===== config.mk =====
export PLATFORM = sky130hd
export DESIGN_NAME = hld_multi
export DESIGN_NICKNAME = d
export VERILOG_FILES = /design/src/rtl/hld_multi.sv
export SDC_FILE = /design/constraint.sdc
export NUM_CORES = 1
export LEC_CHECK = 0
export CAP_MARGIN = 10
export CELL_PAD_IN_SITES_DETAIL_PLACEMENT = 0
export CELL_PAD_IN_SITES_GLOBAL_PLACEMENT = 1
export CORE_ASPECT_RATIO = 0.7
export CORE_MARGIN = 2
export CORE_UTILIZATION = 23
export DETAILED_ROUTE_END_ITERATION = 6
export GPL_ROUTABILITY_DRIVEN = 0
export GPL_TIMING_DRIVEN = 1
export PLACE_DENSITY = 0.47
export SLEW_MARGIN = 20
export SYNTH_ARGS = -nofsm -noshare
export SYNTH_HDL_FRONTEND = slang
export SYNTH_SLANG_ARGS = --single-unit

===== constraint.sdc =====
create_clock -name clk_ext -period 6.6 [get_ports clk_ext]
set_input_delay 0.99 -clock clk_ext [delete_from_list [all_inputs] [get_ports clk_ext]]
set_output_delay 0.99 -clock clk_ext [all_outputs]
set_load 0.02 [all_outputs]

===== src/rtl/hld_multi.sv =====
// Harmonic lock detector: counts 0->1 tap transitions per reference edge and forces a relock
// when too many mismatches land in one window. Define HLD_EVCNT_EN to build the event counter.
module hld_multi #(
  parameter int unsigned NTAP     = 8,
  parameter int unsigned MW       = 3,
  parameter int unsigned WIN      = 16,
  parameter int unsigned ERR_TH   = 4,
  parameter int unsigned PD_LEN   = 4,
  parameter int unsigned HOLD_LEN = 32,
  parameter int unsigned LOCK_CNT = 8
) (
  input  logic                     clk_ext,
  input  logic                     rst,
  input  logic                     en,
  input  logic [NTAP-1:0]          taps,
  input  logic [MW-1:0]            m_exp,
  output logic                     reset_pd,
  output logic                     locked,
  output logic [$clog2(NTAP)-1:0]  edge_cnt,
  output logic [1:0]               state,
  output logic [7:0]               hl_events
);

  localparam int unsigned CW   = $clog2(NTAP);
  localparam int unsigned CMPW = (CW > MW) ? CW : MW;
  localparam int unsigned WW   = (WIN > 1) ? $clog2(WIN) : 1;
  localparam int unsigned EW   = $clog2(ERR_TH + 1);
  localparam int unsigned GW   = $clog2(LOCK_CNT + 1);
  localparam int unsigned TMAX = (PD_LEN > HOLD_LEN) ? PD_LEN : HOLD_LEN;
  localparam int unsigned TW   = (TMAX > 1) ? $clog2(TMAX) : 1;

  localparam logic [WW-1:0] WLAST = WW'(WIN - 1);
  localparam logic [EW-1:0] ELAST = EW'(ERR_TH - 1);
  localparam logic [GW-1:0] GMAX  = GW'(LOCK_CNT);
  localparam logic [GW-1:0] GPRE  = GW'(LOCK_CNT - 1);
  localparam logic [TW-1:0] PLAST = TW'(PD_LEN - 1);
  localparam logic [TW-1:0] HLAST = TW'(HOLD_LEN - 1);

  typedef enum logic [1:0] {
    StIdle    = 2'd0,
    StMonitor = 2'd1,
    StPulse   = 2'd2,
    StHold    = 2'd3
  } st_e;

  st_e             st_q;
  logic [NTAP-1:0] t1_q, t2_q;
  logic [2:0]      vpipe_q;
  logic [WW-1:0]   wcnt_q;
  logic [EW-1:0]   err_q;
  logic [GW-1:0]   good_run_q;
  logic [TW-1:0]   tcnt_q;
  logic [CW-1:0]   cnt_d;
  logic            valid, mism, enter_pulse;

  always_comb begin
    cnt_d = '0;
    for (int i = 0; i < NTAP - 1; i++) begin
      if (!t2_q[i] && t2_q[i+1]) cnt_d = cnt_d + CW'(1);
    end
  end

  assign valid       = vpipe_q[2];
  assign mism        = (CMPW'(edge_cnt) != CMPW'(m_exp));
  assign enter_pulse = en && (st_q == StMonitor) && valid && mism && (err_q == ELAST);
  assign state       = st_q;

  // Synchroniser, transition counter and valid pipe run in every state.
  always_ff @(posedge clk_ext) begin
    if (rst) begin
      t1_q     <= '0;
      t2_q     <= '0;
      edge_cnt <= '0;
      vpipe_q  <= '0;
    end else begin
      t1_q     <= taps;
      t2_q     <= t1_q;
      edge_cnt <= cnt_d;
      vpipe_q  <= en ? {vpipe_q[1:0], 1'b1} : 3'b000;
    end
  end

  always_ff @(posedge clk_ext) begin
    if (rst || !en) begin
      st_q       <= StIdle;
      reset_pd   <= 1'b0;
      locked     <= 1'b0;
      wcnt_q     <= '0;
      err_q      <= '0;
      good_run_q <= '0;
      tcnt_q     <= '0;
    end else begin
      unique case (st_q)
        StIdle: st_q <= StMonitor;
        StMonitor: begin
          if (enter_pulse) begin
            st_q       <= StPulse;
            reset_pd   <= 1'b1;
            locked     <= 1'b0;
            wcnt_q     <= '0;
            err_q      <= '0;
            good_run_q <= '0;
            tcnt_q     <= '0;
          end else begin
            if (valid && mism) begin
              good_run_q <= '0;
              locked     <= 1'b0;
            end else if (valid) begin
              if (good_run_q != GMAX) good_run_q <= good_run_q + GW'(1);
              locked <= (good_run_q == GMAX) || (good_run_q == GPRE);
            end
            // Window boundary clears err even if this cycle also mismatched.
            if (wcnt_q == WLAST) begin
              wcnt_q <= '0;
              err_q  <= '0;
            end else begin
              wcnt_q <= wcnt_q + WW'(1);
              if (valid && mism) err_q <= err_q + EW'(1);
            end
          end
        end
        StPulse: begin
          if (tcnt_q == PLAST) begin
            st_q     <= StHold;
            reset_pd <= 1'b0;
            tcnt_q   <= '0;
          end else begin
            tcnt_q <= tcnt_q + TW'(1);
          end
        end
        StHold: begin
          if (tcnt_q == HLAST) begin
            st_q   <= StMonitor;
            tcnt_q <= '0;
            wcnt_q <= '0;
            err_q  <= '0;
          end else begin
            tcnt_q <= tcnt_q + TW'(1);
          end
        end
      endcase
    end
  end

`ifdef HLD_EVCNT_EN
  always_ff @(posedge clk_ext) begin
    if (rst) begin
      hl_events <= 8'd0;
    end else if (enter_pulse && (hl_events != 8'hFF)) begin
      hl_events <= hl_events + 8'd1;
    end
  end
`else
  assign hl_events = 8'd0;
`endif

endmodule


# After elaboration in Yosys (flattened, before gate mapping)
# Cells that the tools add are included.
# totals
register_bits	42
word_cells	109
output_inout_bits	15
inputBits	14
# classes
n_addsub	10
reduce_logical	36
n_bitwise	1
eq_ne	15
n_mux	35
# ops
op	n
$mux W3	10
$mux W4	7
$add A3 B1 Y3 const B	7
$mux W5	3
$pmux W5 S3	1
$logic_and A1 B1 Y1	12
$reduce_and A3 Y1	4
$reduce_bool A3 Y1	3
$add A4 B1 Y4 const B	2
$eq A4 B4 Y1 const B	2
$logic_not A1 Y1	8
$pmux W2 S4	1
$pmux W4 S2	1
$mux W1	7
$mux W2	3
$ne A2 B2 Y1 const B	3
$pmux W3 S2	1
$reduce_and A2 Y1	3
$add A5 B1 Y5 const B	1
$eq A5 B2 Y1 const B	1
$eq A5 B5 Y1 const B	1
$eq A2 B2 Y1 const B	2
$eq A4 B3 Y1 const B	1
$ne A4 B2 Y1 const B	1
other kinds (10)	12

# Longest topological paths before layout
# depth
ltp_word	15
mapped_depth	18
depth_no_buf	18

# Worst setup path before layout
# OpenSTA, ideal clock, no wires.
# synth_path
kind	flip-flop to flip-flop
from	reg t2_q[2]
to	reg edge_cnt[2]
synth_period_minus_slack_ns	3.336
n_path_buf	0
setup_time_ns	0.128
required_time_ns	6.472
path_slack_ns	3.264
path_stages_with_launch	18
arrival_ns	3.209
path_cell_list	dfxtp_1 -> nor2b_1 -> inv_1 -> ha_1 -> xor2_1 -> ha_1 -> a211oi_1 -> a21oi_1 -> xnor2_1 -> a32oi_1 -> ha_1 -> nor2b_1 -> a211oi_1 -> ha_1 -> a22oi_1 -> xnor2_1 -> xnor2_1 -> nor2_1
# synth_via
elab_chain_len	12
word_cells_on_any_way	14
cone_classes	add/sub: 5; mux: 6; reduce/logical: 3
# synth_rtl
item	line	source
from (decl)	47	logic [NTAP-1:0] t1_q, t2_q;
from (signal assigned)	77	t2_q <= t1_q;
$logic_and A1 B1 Y1	59	if (!t2_q[i] && t2_q[i+1]) cnt_d = cnt_d + CW'(1);
$mux W3	59	
$add A3 B1 Y3	59	
$mux W3 (*)	59	
$add A3 B1 Y3	59	
$mux W3 (*)	59	
$add A3 B1 Y3	59	
$mux W3 (*)	59	
$add A3 B1 Y3	59	
$mux W3 (*)	59	
$add A3 B1 Y3	59	
$mux W3 (*)	59	
to (signal assigned)	78	edge_cnt <= cnt_d;
to (decl)	19	output logic [$clog2(NTAP)-1:0] edge_cnt,
# Every way passes the cells marked *; elsewhere a longest branch is shown, timed or not.
# A chain may end at the register's enable or synchronous reset.

# Worst setup path in the final report
# Same ends and word-level chain as after synthesis.

==> metrics.txt <==
Crit. End Element flop; CP max-delay cell dfxtp_1; Seq cells post-synth 42; max-cap viol count 0; VDD IR max 0.105 mV; Routed Antenna Nets 0; Critical Path Source t2_q[2]; Worst Path Arrival 3930 ps; P&R area growth vs syn 20.3%; io pins 29; Hold WC Path Type flop to flop; Post-synth EDFFs 0; Die ar. 10500 sq um; Clock transition at path regs 70 ps; diodes inserted 0; Die Y 86.5 microns; chip width 122 microns; Leakage 1.02 nW; total gr overflow 0; hold_sp vpipe_q[0]; number of distinct library cells after synthesis 47; # setup viols final 0; syn_area_per_cell 9.05 sq um; fin. max-slew vios 0; largest family of logic cells by synthesized area simple AND/OR/NAND/NOR gates; most common cell after layout, fill and taps aside dfxtp_1; status finished, final reports clean; Pwr Density 222 nW/um^2; Max Clock Freq 0.263 GHz; DR pass1 iterations 4; Total Routed Length 4680 microns; critical path's most frequent cell ha_1; Mapped Cells 247; DR iter-0 viols 59; worst hold slack 426 ps; Core ar. 9570 sq um; worst-margin pin slew 843 ps; delay-heaviest family, CP adder cells; Post-CTS Hold Buffers 0; first-pass GRT wire length 7740 microns; initial antenna violation count 0; CP Launch Type flop; unrepaired setup endpoints after global routing no; YS warnings 0; Starting Density 0.233; Tot GR Track Use 0.0938; HPWL after detailed placement 3480 microns; CP max stage delay 430 ps; final period utilization 0.577; H-tree lvl count 2; register area share after synthesis 0.376; DRC viols 0; post-synthesis compound-gate area fraction 0.140; Final nets 299; Rows 30; post-synthesis xor/xnor area fraction 0.0476; Synth Area in Adders 0.101; TritonCTS buffer count 5; share of synthesized registers carrying an async set or reset 0; Final Cell Area 2690 sq um; Critical Path RT 6730 ps; post-DR wirelength/cell 11.8 microns; post-route minimum period 3810 ps; CTS tree done; CP Cell Sequence nor2b_1, inv_1, ha_1, xor2_1, ha_1, a211oi_1, a21oi_1, xnor2_1, a32oi_1, ha_1, nor2b_1, a211oi_1, ha_1, a22oi_1, xnor2_1, xnor2_1, nor2_1; Num Clock Sinks 42; Via Count 1690; postcts setup bufs 0; Skew-Pair Late Insertion Delay 280 ps; buffers added on ports 20; Via-to-Cell Ratio 4.27; multiplexer share of the synthesized area 0.0325; clock buffer depth 2; vias in the first global route 1574; crit-path max FO 5; post_cts resized 0; CTS root buffer clkbuf_16; largest net degree at the start of global routing 23; commonest non-fill, non-tap cells in the layout 42 x dfxtp_1, 24 x nor2b_1, 20 x clkdlybuf4s50_1; synthesized area 2230 sq um; Post-Synth Simple-Gate Area 0.241; area post-placement 2540 sq um; Slew Limit Headroom 0.436; setup TNS 0 ps; Reg2Reg Launch Point t2_q[2]; count of final hold-check violations 0; layout cell share with drive strength beyond 1 0.0560; Post-synth top flop dfxtp_1; Crit path buffers/inverters 1; Layout Skew 7.95 ps; critical path type flop to flop
-- worst reg2reg max path, stage by stage, from the launching register on --
cell	delay [ps]
dfxtp_1	430
nor2b_1	240
inv_1	100
ha_1	360
xor2_1	190
ha_1	290
a211oi_1	200
a21oi_1	100
xnor2_1	260
a32oi_1	100
ha_1	320
nor2b_1	210
a211oi_1	80
ha_1	220
a22oi_1	190
xnor2_1	160
xnor2_1	140
nor2_1	70
-- where the power goes --
group	total [W]	switching [W]	internal [W]
registers	0.000266	0.00000490	0.000262
clock network	0.000249	0.000107	0.000142
logic	0.0000800	0.0000454	0.0000346
total	0.000596	0.000157	0.000438
-- area by class of cell --
cell class | instances | area [sq um]
Clock buffer | 5 | 125
Clock inverter | 3 | 25.0
Fill cell | 1018 | 6880
Inverter | 14 | 52.6
Multi-Input combinational cell | 184 | 1280
Sequential cell | 42 | 841
Tap cell | 128 | 160
Timing Repair Buffer | 20 | 200
-- per-layer routing --
layer  part of all wire  routed length, microns  GRT usage  vias to the layer above
met5                  0                       0          0                        -
met4             0.0066                      31     0.0251                        0
met3              0.057                     267     0.0316                        4
met2               0.36                    1700      0.127                       36
met1               0.57                    2680      0.139                      758
li1                   -                       -          -                      892
-- cells by family (layout without fill, tap and decap cells) --
| group | count (synthesis) | count (layout) |
|---|---|---|
| buf+inv | 28 | 42 |
| simple gates | 96 | 96 |
| compound gates | 45 | 45 |
| flops | 42 | 42 |
| mux | 7 | 7 |
| other cells | 1 | 8 |
| xor+xnor | 10 | 10 |
| fa+ha+maj | 18 | 18 |
-- registers in the layout, summed over array words and instances (netlist names) --
name	cells
t1_q	8
t2_q	8
tcnt_q	5
good_run_q	4
wcnt_q	4
edge_cnt	3
err_q	3
vpipe_q	3
state	2
locked	1
reset_pd	1
-- stage by stage --
| stage | total power, W | instances | setup WS (ps) | util |
|---|---|---|---|---|
| 3_3_place_gp | 0.000354 | 388 | 2650 | 0.265 |
| 2_1_floorplan | 0.000331 | 254 | 3260 | - |
| 6_report | 0.000596 | 396 | 2790 | 0.281 |
| 4_1_cts | 0.000605 | 396 | 2750 | 0.281 |
| 3_5_place_dp | 0.000353 | 388 | 2790 | 0.265 |
| 5_1_grt | 0.000625 | 396 | 2490 | 0.281 |
-- cell usage after synthesis (all sizes together), types with 3 or more instances --
| cell type | number | area, sq um |
|---|---|---|
| dfxtp | 42 | 841 |
| nor2b | 25 | 159 |
| ha | 18 | 225 |
| inv | 14 | 52.6 |
| nand2 | 13 | 48.8 |
| nor2 | 12 | 45.0 |
| a21oi | 10 | 61.3 |
| nand3 | 10 | 50.1 |
| buf | 8 | 60.1 |
| o21ai | 8 | 40.0 |
| o31ai | 8 | 65.1 |
| and2 | 7 | 46.3 |
| clkbuf | 6 | 22.5 |
| xor2 | 6 | 52.6 |
| mux2i | 5 | 50.1 |
| nand4 | 5 | 31.3 |
| and3 | 4 | 25.0 |
| nor3 | 4 | 20.0 |
| xnor2 | 4 | 53.8 |
| a32oi | 3 | 26.3 |
| nand2b | 3 | 18.8 |
| nand3b | 3 | 22.5 |
| nor4 | 3 | 18.8 |
| o22ai | 3 | 18.8 |
| or3 | 3 | 18.8 |
-- worst paths after layout --
kind / to / slack, ps / cells past startpoint
worst max-delay path: edge_cnt[2] / 2790 / 17
worst min register to register: vpipe_q[1] / 430 / 1
worst max register to register: edge_cnt[2] / 2790 / 17
worst min-delay path: vpipe_q[1] / 430 / 1
Power figures use the tool's default switching activity.
